File: config.mk
export PLATFORM = sky130hd
export DESIGN_NAME = max_reduce_sched
export DESIGN_NICKNAME = d
export VERILOG_FILES = /design/src/rtl/max_sched_pkg.sv /design/src/rtl/max_sel.sv /design/src/rtl/max_reduce_sched.sv
export SDC_FILE = /design/constraint.sdc
export NUM_CORES = 1
export LEC_CHECK = 0
export CAP_MARGIN = 5
export CORE_MARGIN = 1.5
export CORE_UTILIZATION = 40
export DETAILED_ROUTE_END_ITERATION = 10
export PLACE_DENSITY = 0.79
export SLEW_MARGIN = 30
export SYNTH_ARGS = -nofsm -noshare
export SYNTH_HDL_FRONTEND = slang
export SYNTH_SLANG_ARGS = --single-unit
File: constraint.sdc
create_clock -name clk -period 3.5 [get_ports clk]
set_input_delay 0.7 -clock clk [delete_from_list [all_inputs] [get_ports clk]]
set_output_delay 0.7 -clock clk [all_outputs]
set_load 0.1 [all_outputs]
File: src/rtl/max_sched_pkg.sv
`default_nettype none
// ============================================================================
//  Module      : max_sched_pkg
//  Description : Shared types and helpers for the max-reduction scheduler.
//                - state_t  : scheduler FSM states
//                - C_DEFAULT_W / C_DEFAULT_CNTW : default operand and beat
//                  counter widths
//                - rr_pick  : round-robin pick of the first valid requester
//                  starting at a pointer, wrapping modulo nreq
//  Revision    : 1.0 - initial release
// ============================================================================
package max_sched_pkg;

    typedef enum logic [1:0] {
        IDLE  = 2'd0,
        ACCUM = 2'd1,
        DONE  = 2'd2
    } state_t;

    localparam int C_DEFAULT_W    = 32;
    localparam int C_DEFAULT_CNTW = 16;

    // Upper bound on the requester count that rr_pick can scan.
    localparam int C_MAX_NREQ     = 32;

    // Returns the index of the first set bit of valid[nreq-1:0], scanning
    // ptr, ptr+1, ... modulo nreq. Returns 0 when nothing is valid; callers
    // only use the result when at least one bit is set. ptr must be < nreq.
    function automatic int rr_pick(
        input logic [C_MAX_NREQ-1:0] valid,
        input int                    ptr,
        input int                    nreq
    );
        int   idx;
        logic found;
        rr_pick = 0;
        found   = 1'b0;
        for (int k = 0; k < C_MAX_NREQ; k++) begin
            // ptr and k are both below nreq, so one subtraction wraps.
            idx = ptr + k;
            if (idx >= nreq) begin
                idx = idx - nreq;
            end
            if ((k < nreq) && !found && valid[idx[4:0]]) begin
                rr_pick = idx;
                found   = 1'b1;
            end
        end
    endfunction

endpackage : max_sched_pkg
`default_nettype wire

File: src/rtl/max_sel.sv
`default_nettype none
// ============================================================================
//  Module      : max_sel
//  Description : Combinational W-bit unsigned max/select.
//                o_y = (i_a > i_b) ? i_a : i_b, built as i_b ^ (gt & (i_a^i_b)).
//                On a tie i_b passes through, so wiring the running
//                accumulator to i_b keeps the accumulator on equal operands.
//  Ports       : i_a  [W-1:0]  candidate operand
//                i_b  [W-1:0]  incumbent value (kept on tie)
//                o_y  [W-1:0]  selected maximum
//  Revision    : 1.0 - initial release
// ============================================================================
module max_sel #(
    parameter int W = 32
) (
    input  logic [W-1:0] i_a,
    input  logic [W-1:0] i_b,
    output logic [W-1:0] o_y
);

    logic w_gt;

    assign w_gt = (i_a > i_b);
    assign o_y  = i_b ^ ({W{w_gt}} & (i_a ^ i_b));

endmodule : max_sel
`default_nettype wire

File: src/rtl/max_reduce_sched.sv
`default_nettype none
// ============================================================================
//  Module      : max_reduce_sched
//  Description : Shares one max/select unit between NREQ requesters. Packets
//                are arbitrated round-robin, a grant is held for a whole
//                packet, and every accepted beat is folded into a running
//                unsigned maximum. One result (max, owner id, saturating beat
//                count) is returned per packet.
//  Ports       : clk        clock, rising edge
//                rst_n      synchronous reset, active-low
//                req_valid  [NREQ]      per-requester beat valid
//                req_data   [NREQ*W]    operands, requester i at [i*W +: W]
//                req_last   [NREQ]      final beat of packet (with valid)
//                req_ready  [NREQ]      per-requester beat accept
//                res_valid              result available
//                res_ready              result consumer accept
//                res_data   [W]         max of all beats in the packet
//                res_id     [IDW]       requester that owned the packet
//                res_count  [CNTW]      beats in packet, saturating
//                busy                   scheduler not idle
//  Revision    : 1.0 - initial release
// ============================================================================
module max_reduce_sched
    import max_sched_pkg::*;
#(
    parameter  int W    = C_DEFAULT_W,
    parameter  int NREQ = 4,
    parameter  int CNTW = C_DEFAULT_CNTW,
    localparam int IDW  = $clog2(NREQ)
) (
    input  logic              clk,
    input  logic              rst_n,
    input  logic [NREQ-1:0]   req_valid,
    input  logic [NREQ*W-1:0] req_data,
    input  logic [NREQ-1:0]   req_last,
    output logic [NREQ-1:0]   req_ready,
    output logic              res_valid,
    input  logic              res_ready,
    output logic [W-1:0]      res_data,
    output logic [IDW-1:0]    res_id,
    output logic [CNTW-1:0]   res_count,
    output logic              busy
);

    // ------------------------------------------------------------------
    // State and datapath registers
    // ------------------------------------------------------------------
    state_t              r_state;
    state_t              w_state_nxt;
    logic [IDW-1:0]      r_grant;
    logic [IDW-1:0]      r_rr_ptr;
    logic [W-1:0]        r_acc;
    logic [CNTW-1:0]     r_cnt;

    logic [C_MAX_NREQ-1:0] w_valid_ext;
    logic                  w_any_valid;
    logic [IDW-1:0]        w_pick;
    logic [IDW-1:0]        w_grant_inc;
    logic [W-1:0]          w_operand;
    logic [W-1:0]          w_max;
    logic                  w_beat;
    logic                  w_last_beat;
    logic                  w_res_take;

    // ------------------------------------------------------------------
    // Arbitration and operand selection
    // ------------------------------------------------------------------
    assign w_valid_ext = C_MAX_NREQ'(req_valid);
    assign w_any_valid = |req_valid;
    assign w_pick      = IDW'(rr_pick(w_valid_ext, int'(r_rr_ptr), NREQ));

    // Next pointer after the current owner; NREQ need not be a power of 2.
    assign w_grant_inc = (r_grant == IDW'(NREQ - 1)) ? '0 : r_grant + 1'b1;

    assign w_operand   = req_data[r_grant*W +: W];

    // Only the granted requester's valid/last matter; the rest are ignored.
    assign w_beat      = (r_state == ACCUM) && req_valid[r_grant];
    assign w_last_beat = w_beat && req_last[r_grant];
    assign w_res_take  = (r_state == DONE) && res_ready;

    // The accumulator sits on the tie-keeping input of the selector.
    max_sel #(
        .W (W)
    ) u_max_sel (
        .i_a (w_operand),
        .i_b (r_acc),
        .o_y (w_max)
    );

    // ------------------------------------------------------------------
    // FSM state register
    // ------------------------------------------------------------------
    always_ff @(posedge clk) begin
        if (!rst_n) begin
            r_state <= IDLE;
        end else begin
            r_state <= w_state_nxt;
        end
    end

    // ------------------------------------------------------------------
    // FSM next-state and outputs
    // ------------------------------------------------------------------
    always_comb begin
        w_state_nxt = r_state;
        req_ready   = '0;
        res_valid   = 1'b0;
        res_data    = '0;
        res_id      = '0;
        res_count   = '0;
        busy        = (r_state != IDLE);
        case (r_state)
            IDLE: begin
                if (w_any_valid) begin
                    w_state_nxt = ACCUM;
                end
            end
            ACCUM: begin
                req_ready = NREQ'(1) << r_grant;
                if (w_last_beat) begin
                    w_state_nxt = DONE;
                end
            end
            DONE: begin
                res_valid = 1'b1;
                res_data  = r_acc;
                res_id    = r_grant;
                res_count = r_cnt;
                if (res_ready) begin
                    w_state_nxt = IDLE;
                end
            end
            default: begin
                w_state_nxt = IDLE;
            end
        endcase
    end

    // ------------------------------------------------------------------
    // Grant, accumulator, beat counter and round-robin pointer
    // ------------------------------------------------------------------
    always_ff @(posedge clk) begin
        if (!rst_n) begin
            r_grant  <= '0;
            r_rr_ptr <= '0;
            r_acc    <= '0;
            r_cnt    <= '0;
        end else begin
            if ((r_state == IDLE) && w_any_valid) begin
                r_grant <= w_pick;
                r_acc   <= '0;
                r_cnt   <= '0;
            end
            if (w_beat) begin
                r_acc <= w_max;
                // Count saturates; the max keeps folding regardless.
                if (r_cnt != {CNTW{1'b1}}) begin
                    r_cnt <= r_cnt + 1'b1;
                end
            end
            if (w_res_take) begin
                r_rr_ptr <= w_grant_inc;
            end
        end
    end

endmodule : max_reduce_sched
`default_nettype wire

Word-level counts from Yosys, hierarchy flattened

Index checks and enable logic that the tools add are counted.

Bitwise gates (word level): 3
Shift operators: 2
Magnitude comparators: 10
Mux-type cells: 38
Equality and inequality tests: 7
Reductions and logical operators: 15
$add $sub $neg: 9

Operators with widths:

| operator                | number |
|---|---|
| $shiftx A128 B8 Y32     | 1 |
| $mux W32                | 3 |
| $mux W16                | 4 |
| $xor A32 B32 Y32        | 2 |
| $and A32 B32 Y32        | 1 |
| $gt A32 B32 Y1          | 1 |
| $lt A5 B6 Y1 const B    | 4 |
| $bmux W1 S5             | 4 |
| $mux W5                 | 4 |
| $mux W2                 | 9 |
| $add A16 B1 Y16 const B | 1 |
| $ne A16 B16 Y1 const B  | 1 |
| $sub A3 B3 Y4 const B   | 3 |
| $mux W1                 | 10 |
| $ge A3 B3 Y1 const B    | 3 |
| $logic_and A1 B1 Y1     | 7 |
| $add A2 B2 Y3 const B   | 2 |
| $ne A2 B2 Y1 const B    | 3 |
| $pmux W2 S3             | 1 |
| $bmux W1 S2             | 2 |
| $eq A2 B2 Y1 const B    | 2 |
| $mux W4                 | 1 |
| $reduce_bool A2 Y1      | 2 |
| $reduce_or A4 Y1        | 1 |
| other kinds (10)        | 12 |

Input port bits: 139
Output and inout bits: 56
Register bits after elaboration: 54
Logic and storage cells: 89

Longest topological paths before layout

Gate-level depths: netlist (run 1).

Word-level depth: 14
Depth in mapped cells: 13
Gate-level depth less buffers: 9

Modules after synthesis

Synthesis (run 1) repeated with hierarchy kept, for this count alone.

Cell total of the unflattened synthesis: 573
Area total of the unflattened synthesis: 5165.0 um2

By module, submodules not included:

| module           | instances | sequential area each (um2) | cells an instance | area each (um2) |
|---|---|---|---|---|
| max_reduce_sched | 1         | 1081.0                     | 425               | 3826.2 |
| max_sel          | 1         | 0.0                        | 148               | 1338.8 |

Worst setup path after synthesis (run 1)

OpenSTA, ideal clock, no wires.

Path kind: register -> register
Start: reg r_grant[0]
End: reg r_acc[10]
Arrival time: 3.225 ns
Setup slack: 0.204 ns
Required time: 3.428 ns
Stages on the path, launching flop included: 13
Period minus slack after synthesis: 3.296 ns
Buffers on the path: 4
Library setup time: 0.072 ns
Cells stage by stage: dfxtp_1 buf_2 buf_2 mux4_2 ha_1 a211oi_1 a211o_1 a311oi_1 o41ai_1 o31a_1 buf_4 buf_6 mux2i_1

Cells in the longest elaborated chain, start to end: 5
Elaborated cells on any way between the ends: 10
Classes of those cells: order compare (1); shift (1); mux (3); bitwise (3); reduce/logical (2)

Ends and longest elaborated chain:

| what                                               | line                         | text |
|---|---|---|
| start, declared                                    | max_reduce_sched.sv:50       | `logic [IDW-1:0] r_grant;` |
| start signal, assigned                             | max_reduce_sched.sv:151      | `r_grant <= w_pick;` |
| $shiftx A128 B8 Y32                                | max_reduce_sched.sv:75       | `assign w_operand = req_data[r_grant*W +: W];` |
| $gt A32 B32 Y1 or $xor A32 B32 Y32 (tied branches) | max_sel.sv:23, max_sel.sv:24 |  |
| $and A32 B32 Y32                                   | max_sel.sv:24                | `assign o_y = i_b ^ ({W{w_gt}} & (i_a ^ i_b));` |
| $xor A32 B32 Y32                                   | max_sel.sv:24                |  |
| $mux W32                                           | max_reduce_sched.sv:155      | `if (w_beat) begin` |
| end signal, assigned                               | max_reduce_sched.sv:156      | `r_acc <= w_max;` |
| end, declared                                      | max_reduce_sched.sv:52       | `logic [W-1:0] r_acc;` |

Several ways; a longest one is shown, not always the timed one. The select of a mux whose other input is x is not followed.
A chain may end at the register's enable or synchronous reset.

Worst setup path after layout (run 1)

Start: in req_data[82]
End: reg r_acc[17]

Cells in the longest elaborated chain, start to end: 5

Ends and longest elaborated chain:

| what                | line                    | text |
|---|---|---|
| start, declared     | max_reduce_sched.sv:34  | `input logic [NREQ*W-1:0] req_data,` |
| $shiftx A128 B8 Y32 | max_reduce_sched.sv:75  |  |
| $gt A32 B32 Y1      | max_sel.sv:23           | `assign w_gt = (i_a > i_b);` |
| $and A32 B32 Y32    | max_sel.sv:24           |  |
| $xor A32 B32 Y32    | max_sel.sv:24           |  |
| $mux W32            | max_reduce_sched.sv:155 |  |

No other way between the ends.

==> out/qor.json, run 1 <==
{
  "grt_pass1_vias": 4683,
  "number_of_enable_flip_flop_cells_after_synthesis": 0,
  "yosys.cell_types.count": 52,
  "p_leak_nw": 2.83,
  "internal_power_component_mw": 1.41,
  "relSlewSlack_pct": 55.5,
  "final_nets": 883,
  "finalHoldViolations": 0,
  "post_synth.cell_area_avg_um2": 8.98,
  "drv_slew": 0,
  "status": "complete, no violations",
  "antenna_violations_before_repair": 0,
  "grt_first_pass_wirelength_mm": 21.5,
  "p_comb_share_pct": 44.8,
  "yosys_warnings": 0,
  "crit_path_max_fanout": 14,
  "hp-start": "r_acc[22]",
  "power_frac_seq_pct": 32.0,
  "worst-slew-pin-transition_ns": 0.666,
  "crit_path_start_kind": "input pin",
  "vdd.ir_drop.worst_v": 0.000223,
  "ys_ff_latch": 54,
  "setup.worst_path.start": "req_data[82]",
  "timing.final.crit_share_pct": 94.0,
  "clock_transition_at_path_regs_ns": 0.07,
  "grt_max_degree": 34,
  "slowest_stage": "mux4_2",
  "cts_sinks": 54,
  "dp.cells": 838,
  "placeableCoreArea_mm2": 0.0114,
  "drt_wl_total_mm": 13.3,
  "clock_tree.htree_level_count": 2,
  "global_route.usage.total_pct": 21.1,
  "worst_hold_slack_ns": 0.477,
  "post_route_cells_drive_above_1_share_pct": 18.2,
  "placement_rows": 39,
  "io_pins": 195,
  "die_width_um": 111,
  "critical_path.cell_chain": "clkdlybuf4s50_1 -> mux4_2 -> ha_1 -> a211oi_1 -> a211o_1 -> a311oi_1 -> o41ai_2 -> o31a_2 -> clkbuf_16 -> mux2i_1",
  "totalNegativeSetupSlack_ns": 0,
  "first_iter_violations": 202,
  "power_switching_share_pct": 34.0,
  "critical_path_arrival_ns": 3.51,
  "worst_skew_pair.late_latency_ns": 0.29,
  "routed_wire_length_per_instance_um": 15.7,
  "clk_root_buffer_cell": "clkbuf_16",
  "post-cts-setup-buffers": 0,
  "final_area_mm2": 0.00681,
  "final-instance-count-excl-fill": 847,
  "route.antenna.remaining_nets": 0,
  "cp-end-kind": "flop",
  "die_y_um": 111,
  "synthesis.nets": 698,
  "grt_overflow": 0,
  "setup_viol": 0,
  "synth_top_flop_cell": "dfxtp_1",
  "drt-pass1-iter-count": 4,
  "power_density_relative_to_cell_area_mw_per_mm2": 313,
  "crit-reg2reg-launch": "r_grant[0]",
  "synth-async-reset-ratio_pct": 0,
  "post-route-min-period_ns": 3.29,
  "max_stage_delay_on_crit_path_ns": 0.49,
  "postLayoutCoreUtil_pct": 59.9,
  "max-cap-violations": 0,
  "initial_core_util_pct": 40.9,
  "mapped_cell_area_mm2": 0.00465,
  "cts_hold_buffers": 0,
  "clockBufferDepth": 2,
  "total_switching_power_mw": 0.724,
  "yosysSeqAreaShare_pct": 23.2,
  "skew_ns": 0.00688,
  "numCtsBuffers": 5,
  "timing.hold.worst.class": "reg2reg",
  "place_hpwl_mm": 10.6,
  "syn-instance-count": 518,
  "placed_cell_area_mm2": 0.00662,
  "max_freq_ghz": 0.304,
  "route.vias.total": 4554,
  "area_delta_synth_final_pct": 46.3,
  "power.clock.fraction_pct": 23.2,
  "cp_data_required_time_ns": 3.72,
  "drc": 0,
  "crit_type": "in2reg",
  "placement.io_buffers": 194,
  "cp_top_family": "compound AO/OA/AOI/OAI gates",
  "routed_via_count_divided_by_cell_count": 5.38,
  "cts_tree": "yes",
  "die_area_mm2": 0.0123,
  "insertedDiodeCount": 0,
  "gpl.final_weighted_congestion": 0.875,
  "critPathBufInv": 2
}
## power groups by stage
stage / combinational, mW / sequential, mW / clock, mW
after floorplan: 0.621 / 0.680 / 0
after global placement: 0.912 / 0.693 / 0
after detailed placement: 0.943 / 0.695 / 0
after CTS: 0.947 / 0.681 / 0.509
after global routing: 1.05 / 0.686 / 0.535
final: 0.954 / 0.681 / 0.495
## layer usage
layer	GRT usage (%)	wire [um]	share of wire (%)
met5	0	0	0
met2	41.4	7230	54
met1	23.0	5200	39
met3	4.37	761	5.7
met4	4.96	131	0.98
## cells in the final DEF, fill, tap and decap left out, types with 3 or more instances in the layout
cell / count
buf_4: 67
o21ai_0: 5
and3_1: 5
ha_1: 41
nor2_1: 11
and2_1: 61
nand4_1: 11
nor2b_1: 9
o31ai_1: 3
a21boi_0: 3
nand3_1: 16
o21ai_1: 15
a21oi_1: 19
clkbuf_16: 6
mux2i_1: 33
nand2_1: 78
inv_1: 38
clkdlybuf4s50_1: 137
mux4_2: 36
buf_12: 3
a21o_1: 5
dfxtp_1: 52
a21boi_1: 3
## Yosys cell counts (2+ instances only)
master    number  area, um2
a31oi_1        2       12.5
mux4_2        36        811
and3_1         5       31.3
xnor2_1        2       17.5
mux2_2         2       22.5
clkbuf_1      18       67.6
a21boi_1       3       22.5
dfxtp_1       54       1080
nand3_1       16       80.1
and2_1        61        382
o41ai_1        2       17.5
nand4_1       11       68.8
nor2b_1       10       62.6
a21o_1         5       37.5
buf_2          7       35.0
and4_1         2       17.5
buf_6          3       33.8
mux2i_1       33        330
ha_1          41        513
buf_4          3       22.5
a211oi_1       2       15.0
inv_1         38        143
nor4_1         2       12.5
o211ai_1       2       15.0
o31ai_1        3       22.5
nor3_1         2       10.0
a21oi_1       19       95.1
nand2b_1       2       12.5
o21ai_0        5       25.0
nor2_1        11       41.3
o21ai_1       15       75.1
o31a_1         2       17.5
a21boi_0       3       22.5
nand2_1       78        293
## worst paths after layout
path                            slack [ns]  cells past startpoint         to
worst max register to register        0.39                     10  r_acc[17]
worst min-delay path                  0.48                      2  r_acc[22]
worst min register to register        0.48                      2  r_acc[22]
worst max-delay path                  0.21                     10  r_acc[17]
## cells by family (layout without fill, tap and decap cells)
| kind of cell | Yosys count | count (layout) | synth area share (%) |
|---|---|---|---|
| and+or+nand+nor | 207 | 207 | 23.1 |
| DFF | 54 | 54 | 23.2 |
| adders and majority gates | 41 | 41 | 11.0 |
| AOI/OAI and AO/OA | 73 | 73 | 10.6 |
| buffers and inverters | 69 | 255 | 6.48 |
| xor gates and xnor gates | 3 | 3 | 0.565 |
| muxes | 71 | 71 | 25.0 |
## area by class of cell
cell class / count / area [um2]
sequential: 54 / 1080
inverter: 38 / 143
timing repair buffer: 209 / 1960
tap: 143 / 179
multi-input combinational: 395 / 3290
fill: 979 / 4560
clock buffer: 5 / 125
clock inverter: 3 / 21.3
## tightest hold or removal path: stages (launching register included)
cell     delay (ns)
dfxtp_1        0.32
nand2_1        0.06
mux2i_1        0.06
## sequential cells by signal, summed over array words and instances, names as in the netlist
| name | cells |
|---|---|
| r_acc | 32 |
| r_cnt | 16 |
| r_grant | 2 |
| r_rr_ptr | 2 |
| r_state | 2 |
## repair_timing
| action | CTS | global route |
|---|---|---|
| setup endpoints to repair | 0 | 29 |
| endpoints found under the hold margin | 0 | 0 |
| gates resized for setup | 0 | 2 |
## stage by stage
step                      power, mW  setup WS, ns
after floorplan                1.30         0.204
after CTS                      2.14         0.110
after global placement         1.60        -0.245
after detailed placement       1.64        -0.183
after global routing           2.27      -0.00298
final                          2.13         0.210
Note: power is estimated with default switching activity, not from simulation.
==> run 2: changes to the inputs <==
--- a/config.mk
+++ b/config.mk
@@ -7,10 +7,12 @@
 export LEC_CHECK = 0
 export CAP_MARGIN = 5
 export CORE_MARGIN = 1.5
-export CORE_UTILIZATION = 40
+export CORE_UTILIZATION = 41
+export CTS_CLUSTER_SIZE = 16
 export DETAILED_ROUTE_END_ITERATION = 10
-export PLACE_DENSITY = 0.79
+export PLACE_DENSITY = 0.78
 export SLEW_MARGIN = 30
 export SYNTH_ARGS = -nofsm -noshare
 export SYNTH_HDL_FRONTEND = slang
+export SYNTH_HIERARCHICAL = 1
 export SYNTH_SLANG_ARGS = --single-unit
==> run 2 against run 1 <==
Against the previous run: the run now ends with setup timing left; core utilization is 7.0 points higher; flip-flop and latch count stayed put; die area up 8.1%; total power grew 65%; non-clock buffer count is 34 higher; clock skew is 0.0048 ns higher; maximum frequency is 8.8% lower; setup slack worse by 0.32 ns; area after synthesis is 11% higher; worst hold slack better by 0.043 ns; routed wire length increased by 31%.
==> out/qor.json, run 2 <==
{
  "postLayoutSetupSlackWorst": {"value": -0.108, "unit": "ns", "change": "-0.318 ns"},
  "dp.cells": {"value": 921, "change": "+9.9%"},
  "ys_ff_latch": {"value": 54, "change": "unchanged"},
  "drc": {"value": 0, "change": "unchanged"},
  "route.vias.total": {"value": 5512, "change": "+21%"},
  "final.fill_count": {"value": 998, "change": "+1.9%"},
  "skew": {"value": 0.0117, "unit": "ns", "change": "+0.00483 ns"},
  "worst_hold_slack": {"value": 0.520, "unit": "ns", "change": "+0.0430 ns"},
  "gr-max-usage-layer": "met2",
  "numCtsBuffers": {"value": 5, "change": "unchanged"},
  "clock_tree.htree_level_count": {"value": 2, "change": "unchanged"},
  "area_delta_synth_final_pct": 57.6,
  "grt_use_met2": {"value": 48.6, "unit": "%", "change": "+7.2 points"},
  "crit_path_start_kind": "flop",
  "total_switching_power": {"value": 1.39, "unit": "mW", "change": "+91%"},
  "worst-r2r-cell-count": {"value": 15, "change": "+5"},
  "setup_repair_after_global_routing_missed_its_margin": "yes",
  "finalHoldViolations": {"value": 0, "change": "unchanged"},
  "timing.hold.worst_path_depth": {"value": 2, "change": "unchanged"},
  "most_frequent_cells_in_the_layout": "dlygate4sd2_1 (120), buf_4 (90), and2_1 (56)",
  "global_route.usage.total": {"value": 25.3, "unit": "%", "change": "+4.2 points"},
  "cp-end-kind": "flop",
  "clock_transition_at_path_regs": {"value": 0.08, "unit": "ns", "change": "about the same"},
  "status": "finished, violations left",
  "vdd.ir_drop.worst": {"value": 0.000245, "unit": "V", "change": "+10%"},
  "largest_registers": "r_acc (32), r_cnt (16)",
  "synth.top_cell.area_share": {"value": 20.9, "unit": "%", "change": "-2.3 points"},
  "syn-instance-count": {"value": 573, "change": "+11%"},
  "grt_max_degree": {"value": 50, "change": "+47%"},
  "ff_latch_area": {"value": 0.00109, "unit": "mm2", "change": "+0.23%"},
  "grt_pass1_vias": {"value": 5543, "change": "+18%"},
  "power.clock.fraction": {"value": 15.0, "unit": "%", "change": "-8.2 points"},
  "worst-slew-pin-transition": {"value": 0.659, "unit": "ns", "change": "-0.00722 ns"},
  "drt_wl_total": {"value": 17.5, "unit": "mm", "change": "+31%"},
  "grt_overflow": {"value": 0, "change": "unchanged"},
  "cp_data_required_time": {"value": 3.65, "unit": "ns", "change": "-0.07 ns"},
  "yosys_warnings": {"value": 6, "change": "+6"},
  "io_pins": {"value": 195, "change": "unchanged"},
  "critical_path.cell_chain": "buf_12 -> mux4_2 -> ha_4 -> buf_4 -> a21oi_1 -> o21ai_0 -> a21oi_2 -> o21ai_4 -> a22oi_4 -> buf_4 -> buf_12 -> mux2_4 -> and3_1 -> a31oi_1 -> nor2_1",
  "die_y": {"value": 115, "unit": "um", "change": "+4.0%"},
  "worst_skew_pair.late_latency": {"value": 0.29, "unit": "ns", "change": "about the same"},
  "post_synth.cell_area_avg": {"value": 9.01, "unit": "um2", "change": "+0.37%"},
  "power_density_relative_to_cell_area": {"value": 432, "unit": "mW/mm2", "change": "+38%"},
  "synth.cells.most_frequent": "and2_1 (56), dfxtp_1 (54), ha_1 (41)",
  "cts_tree": "yes",
  "number_of_enable_flip_flop_cells_after_synthesis": {"value": 0, "change": "unchanged"},
  "setup_viol": {"value": 32, "change": "+32"},
  "max_freq": {"value": 0.277, "unit": "GHz", "change": "-8.8%"},
  "final-instance-count-excl-fill": {"value": 951, "change": "+12%"},
  "placement.io_buffers": {"value": 194, "change": "unchanged"},
  "yosys-top-cells-area": "dfxtp_1 (21%), mux4_2 (15%), ha_1 (9.9%)",
  "p_leak": {"value": 3.35, "unit": "nW", "change": "+19%"},
  "crit_path_max_fanout": {"value": 9, "change": "-5"},
  "met3_grt_util": {"value": 3.95, "unit": "%", "change": "-0.42 points"},
  "crit_type": "reg2reg",
  "cts_hold_buffers": {"value": 0, "change": "unchanged"},
  "drv_slew": {"value": 0, "change": "unchanged"},
  "synth-async-reset-ratio": {"value": 0, "unit": "%", "change": "unchanged"},
  "largest_reg_flops": {"value": 32, "change": "unchanged"},
  "final_nets": {"value": 961, "change": "+8.8%"},
  "power_frac_seq": {"value": 20.5, "unit": "%", "change": "-12 points"},
  "synth.largest_area_cell": "dfxtp_1",
  "yosysSeqAreaShare": {"value": 20.9, "unit": "%", "change": "-2.3 points"},
  "max_flop_register": "r_acc",
  "relSlewSlack": {"value": 54.9, "unit": "%", "change": "-0.55 points"},
  "p_comb_share": {"value": 64.6, "unit": "%", "change": "+20 points"},
  "antenna_violations_before_repair": {"value": 1, "change": "+1"},
  "place_hpwl": {"value": 11.9, "unit": "mm", "change": "+12%"},
  "violated_checks": "setup timing",
  "post-route-min-period": {"value": 3.61, "unit": "ns", "change": "+0.318 ns"},
  "drt-pass1-iter-count": {"value": 5, "change": "+1"},
  "die_area": {"value": 0.0133, "unit": "mm2", "change": "+8.1%"},
  "final_area": {"value": 0.00814, "unit": "mm2", "change": "+20%"},
  "mapped_cell_area": {"value": 0.00516, "unit": "mm2", "change": "+11%"},
  "max-cap-violations": {"value": 0, "change": "unchanged"},
  "grt_first_pass_wirelength": {"value": 26.7, "unit": "mm", "change": "+24%"},
  "routed_via_count_divided_by_cell_count": {"value": 5.80, "change": "+7.8%"},
  "grt_util_met1": {"value": 28.8, "unit": "%", "change": "+5.8 points"},
  "yosys.cell_types.count": {"value": 59, "change": "+13%"},
  "post-place-ws": {"value": -0.756, "unit": "ns", "change": "-0.573 ns"},
  "cp_top_family": "compound AO/OA/AOI/OAI gates",
  "routed_wire_length_per_instance": {"value": 18.4, "unit": "um", "change": "+17%"},
  "crit_cells": {"value": 15, "change": "+5"},
  "first_iter_violations": {"value": 326, "change": "+61%"},
  "clk_root_buffer_cell": "clkbuf_16",
  "placeableCoreArea": {"value": 0.0122, "unit": "mm2", "change": "+7.0%"},
  "route.antenna.remaining_nets": {"value": 0, "change": "unchanged"},
  "post_route_cells_drive_above_1_share": {"value": 32.9, "unit": "%", "change": "+15 points"},
  "critPathBufInv": {"value": 4, "change": "+2"},
  "commonest_non_fill_non_tap_cell_in_the_layout": "dlygate4sd2_1",
  "gpl.final_weighted_congestion": {"value": 0.873, "change": "-0.21%"},
  "max_stage_delay_on_crit_path": {"value": 0.55, "unit": "ns", "change": "+0.06 ns"},
  "placed_cell_area": {"value": 0.00728, "unit": "mm2", "change": "+9.9%"},
  "die_width": {"value": 115, "unit": "um", "change": "+4.0%"},
  "internal_power_component": {"value": 2.13, "unit": "mW", "change": "+52%"},
  "initial_core_util": {"value": 42.5, "unit": "%", "change": "+1.6 points"},
  "slowest_stage": "mux4_2",
  "cts_sinks": {"value": 54, "change": "unchanged"},
  "synthesis.nets": {"value": 753, "change": "+7.9%"},
  "critical_path_arrival": {"value": 3.76, "unit": "ns", "change": "+0.25 ns"},
  "power_switching_share": {"value": 39.4, "unit": "%", "change": "+5.4 points"},
  "most_used_standard_cell_by_instance_count_after_synthesis": "and2_1",
  "timing.hold.worst.class": "reg2reg",
  "placement_rows": {"value": 40, "change": "+2.6%"},
  "timing.final.crit_share": {"value": 103, "unit": "%", "change": "+9.1 points"},
  "multi_input_comb_area": {"value": 0.00433, "unit": "mm2", "change": "+31%"},
  "synth_top_flop_cell": "dfxtp_1",
  "clockBufferDepth": {"value": 2, "change": "unchanged"}
}
## run 2: power by group through the flow
stage	sequential [mW]	clock (mW)	combinational, mW
CTS	0.716	0.533	2.14
global placement	0.723	0	1.72
floorplan	0.706	0	1.27
global route	0.727	0.563	2.41
finish	0.720	0.526	2.27
detailed placement	0.726	0	1.77
## run 2: final cells by class
| type | instances | area share [%] |
|---|---|---|
| well taps | 168 | 2.58 |
| repair buffers | 243 | 27.1 |
| clock inverters | 2 | 0.200 |
| multi-input cells | 437 | 53.2 |
| clock buffers | 6 | 1.71 |
| inverters | 40 | 1.85 |
| flip-flops and latches | 54 | 13.3 |
| diodes | 1 | 0.0308 |
## run 2: metal layers
metal  part of all wire [%]  vias up
met1                     38     2655
li1                       -     2545
met4                    2.2        0
met5                      0        -
met2                     52      276
met3                    7.5       36
## run 2: metrics by stage
step           util (%)  power, mW  setup TNS, ns
2_1_floorplan         -       1.98              0
3_3_place_gp       59.8       2.44         -19.60
3_5_place_dp       59.8       2.50         -22.65
4_1_cts            66.2       3.39         -0.361
5_1_grt            66.9       3.70          -5.29
6_report           66.9       3.52          -2.27
## run 2: worst paths after layout
path	startpoint	end	slack [ns]
worst max-delay path	r_grant[0]	r_acc[9]	-0.11
worst min register to register	r_cnt[4]	r_cnt[4]	0.52
worst max register to register	r_grant[0]	r_acc[9]	-0.11
worst min-delay path	r_cnt[4]	r_cnt[4]	0.52
## run 2: repair_timing
item,4_1_cts,5_1_grt
gates cloned,4,2
pin swaps,45,14
buffers inserted,15,2
resized for setup,185,15
setup endpoints to repair,32,32
## run 2: tightest hold or removal path, stage by stage (launching register included)
cell     delay, ns
dfxtp_1       0.34
nand3_1       0.07
mux2i_1       0.06
## run 2: cells by family (layout without fill, tap and decap cells)
kind of cell / Yosys count / after routing / share of synthesized area, %
mux: 73 / 73 / 25.4
buf+inv: 82 / 291 / 6.64
simple gates: 219 / 219 / 23.4
fa+ha+maj: 41 / 41 / 9.93
other cells: 0 / 1 / 0
flops: 54 / 54 / 20.9
xor+xnor: 1 / 1 / 0.170
compound gates: 103 / 103 / 13.5
==> edit 1: new RTL, settings of run 1 <==
The 3 states of `state_t` get a one-hot encoding in 3 bits.
--- a/src/rtl/max_sched_pkg.sv
+++ b/src/rtl/max_sched_pkg.sv
@@ -13,6 +13,6 @@
 
-    typedef enum logic [1:0] {
-        IDLE  = 2'd0,
-        ACCUM = 2'd1,
-        DONE  = 2'd2
+    typedef enum logic [2:0] {
+        IDLE  = 3'b001,
+        ACCUM = 3'b010,
+        DONE  = 3'b100
     } state_t;
Function: same outputs for any inputs over 4 cycles, from zero or initial values and one cycle with rst_n low; so few cycles prove little.
==> edit 1 against run 1 <==
Sequential power down 2%. Combinational power increased by 7%. Register-to-register slack lost 0.14 ns. Critical path depth grew 1. Total power increased by 3.6%. Critical endpoint is now r_acc[14]. Global-route usage up 0.69 points. Synthesized area increased by 0.11%. Wire length increased by 1.5%. Final cell count up 1.1%. Sequential cell count grew 1. Synthesized cell count is 2.1% higher. Setup slack worse by 0.016 ns. Cell area is 4.8% higher.
==> edit 1: results <==
detailed_routing:
  via_per_inst: 5.46
  drt-met1-wl_mm: 5.11
  dr_wl_met3_um: 990
  wl_met2_mm: 7.21
floorplanning:
  dieArea_um2: 12300
placed_design:
  placed_cell_area_um2: 6990
  routabilityCongestion: 0.866
power_and_ir_drop:
  p_leak_uw: 0.00280
  p_per_area_nw_per_um2: 309
critical_path:
  r2r_cells: 11
  arrival_ns: 3.52
timing:
  max_slew_margin: 0.357
  fin_skew_ns: 0.00951
layout:
  multi_input_comb_cells: 404
  fin_nets: 892
  multi_input_area_share: 0.452
  buffers: 207
  drive_above_1_share: 0.182
  inv_count: 39
  n_fill_cell: 952
clock_network:
  cts.sinks: 55
global_routing:
  track_usage: 0.218
yosys:
  ys_seq_area_frac: 0.236
  synth_cell_types: 53
  synth_nets: 709
  synth_area_leaders: "dfxtp_1 (24%), mux4_2 (17%), ha_1 (11%), mux2i_1 (7.5%), nand2_1 (6.2%)"
status:
  status: "finished, final reports clean"
==> edit 1: cell count changes after synthesis, moves of 4 or more <==
cell | before | now
a21boi_1 | 3 | 8
a21oi_1 | 19 | 28
and2_1 | 61 | 22
nor2_1 | 11 | 53
o21ai_1 | 15 | 11
nor2b_1 | 10 | 4
nor3_1 | 2 | 7
==> edit 1: path summary, 6_finish.rpt <==
kind / start / to / slack [ns]
hold reg to reg: r_acc[16] / r_acc[16] / 0.46
setup / recovery: req_data[7] / r_acc[14] / 0.19
hold / removal: r_acc[16] / r_acc[16] / 0.46
setup reg to reg: r_grant[0] / r_acc[14] / 0.25
==> edit 1: worst max-delay path, delay by kind of cell <==
| kind | cells | cell delay, ns |
|---|---|---|
| buf+inv | 3 | 0.78 |
| mux | 2 | 0.72 |
| compound gates | 3 | 0.55 |
| simple gates | 2 | 0.42 |
| fa+ha+maj | 1 | 0.33 |
==> edit 1: stage by stage <==
step	instances	setup TNS, ns	setup slack (ns)	hold WS, ns
floorplan	529	0	0.261	0.436
global placement	848	0	0.0578	0.444
detailed placement	848	-1.33	-0.0782	0.456
CTS	856	0	0.196	0.467
global route	856	0	0.0490	0.474
finish	856	0	0.194	0.464
==> edit 1: cells by family (layout without fill, tap and decap cells) <==
kind of cell             Yosys count  count (layout)  share of synthesized area
adder cells (fa/ha/maj)           41              41                      0.110
buffers and inverters             70             254                     0.0736
AO/OA/AOI/OAI                     81              81                      0.113
flip-flops                        55              55                      0.236
multiplexers                      73              73                      0.254
AND/OR/NAND/NOR                  209             209                      0.213
==> edit 1: power by group <==
group          switching [uW]  leakage [uW]  internal [uW]  total, uW
sequential               19.0      0.000445            648        667
combinational             503       0.00229            520       1020
clock                     249     0.0000664            269        518
==> edit 2: new RTL, config.mk and constraints of run 1 <==
Made on the original files. The package constant `C_MAX_NREQ` goes from 32 to 48.
--- a/src/rtl/max_sched_pkg.sv
+++ b/src/rtl/max_sched_pkg.sv
@@ -23,3 +23,3 @@
     // Upper bound on the requester count that rr_pick can scan.
-    localparam int C_MAX_NREQ     = 32;
+    localparam int C_MAX_NREQ     = 48;
 
Formal check against the unedited RTL: equivalent (equiv_simple and equiv_induct, registers matched by name and starting in step).
==> edit 2 against run 1 <==
Non-clock buffer count increased by 4. Count of clock-buffer cells in the layout increased by 1. Via count increased by 3.9%. Highest routed layer unchanged. Sequential cell count unchanged. Setup slack got worse by 0.051 ns. Register-to-register slack got worse by 0.07 ns. Combinational power increased by 3.2%. Cell area decreased by 0.17%. Largest cell class unchanged. Wire length increased by 3.5%. Critical path type unchanged. Total power increased by 2.2%. Synthesized area increased by 0.75%.
==> edit 2: results <==
layout:
  final_cells: 862
  multi_input_comb_area_um2: 3260
  buffers: 213
  area_growth_pct: 45.0
  drive_above_1_share: 0.182
  buffer_area_frac: 0.291
  inv_count: 39
  fin_nets: 898
  design.seq.count: 54
  multi_input_comb_cells: 405
  seq_share: 0.159
  n_fill_cell: 1012
  clock_buffers: 6
timing:
  max_slew_margin: 0.414
  fin_skew_ns: 0.00720
power_and_ir_drop:
  p_per_area_nw_per_um2: 320
  p_int_uw: 1440
  p_leak_uw: 0.00280
  ir_drop_uv: 233
yosys:
  synth_cell_types: 49
  syn_inst: 532
  synth_nets: 712
  ys_seq_area_frac: 0.231
  netlist.area_leader.share: 0.231
  yosys.area_share.adder: 0.109
global_routing:
  grt_max_degree: 38
  globalRouteMet2Util: 0.407
  grt_use_met3: 0.0366
  grt_pass1_vias: 4877
critical_path:
  setup.worst_path.start: "req_data[39]"
  reg2reg_slack_ns: 0.32
  r2r_end: "r_acc[30]"
detailed_routing:
  drt_iter0_markers: 188
placed_design:
  dp_hpwl_mm: 10.9
worst_hold_path:
  hold_start: "r_acc[31]"
status:
  status: "finished, final reports clean"
[edit 2: cell count changes in the layout (fill, tap and decap cells not counted), moves of 3 or more]
cell,change
o21ai_1,-9
nor2_1,+8
o21ai_0,+7
a21oi_1,+6
buf_4,+5
a31oi_1,+4
and2_1,-4
nor4_1,+4
o211ai_1,+3
or2_2,+3
[edit 2: per-layer routing]
metal,vias up,wire (um)
li1,2262,-
met2,161,7200
met5,-,0
met4,0,161
met1,2295,5670
met3,12,753
[edit 2: per-stage QoR]
stage          setup TNS [ns]  setup slack (ns)   util  hold WS (ns)
2_1_floorplan               0             0.237      -         0.436
3_3_place_gp           -0.590           -0.0210  0.582         0.454
3_5_place_dp            -3.20            -0.123  0.582         0.465
4_1_cts                     0             0.176  0.595         0.475
5_1_grt                     0            0.0544  0.595         0.495
6_report                    0             0.159  0.595         0.471
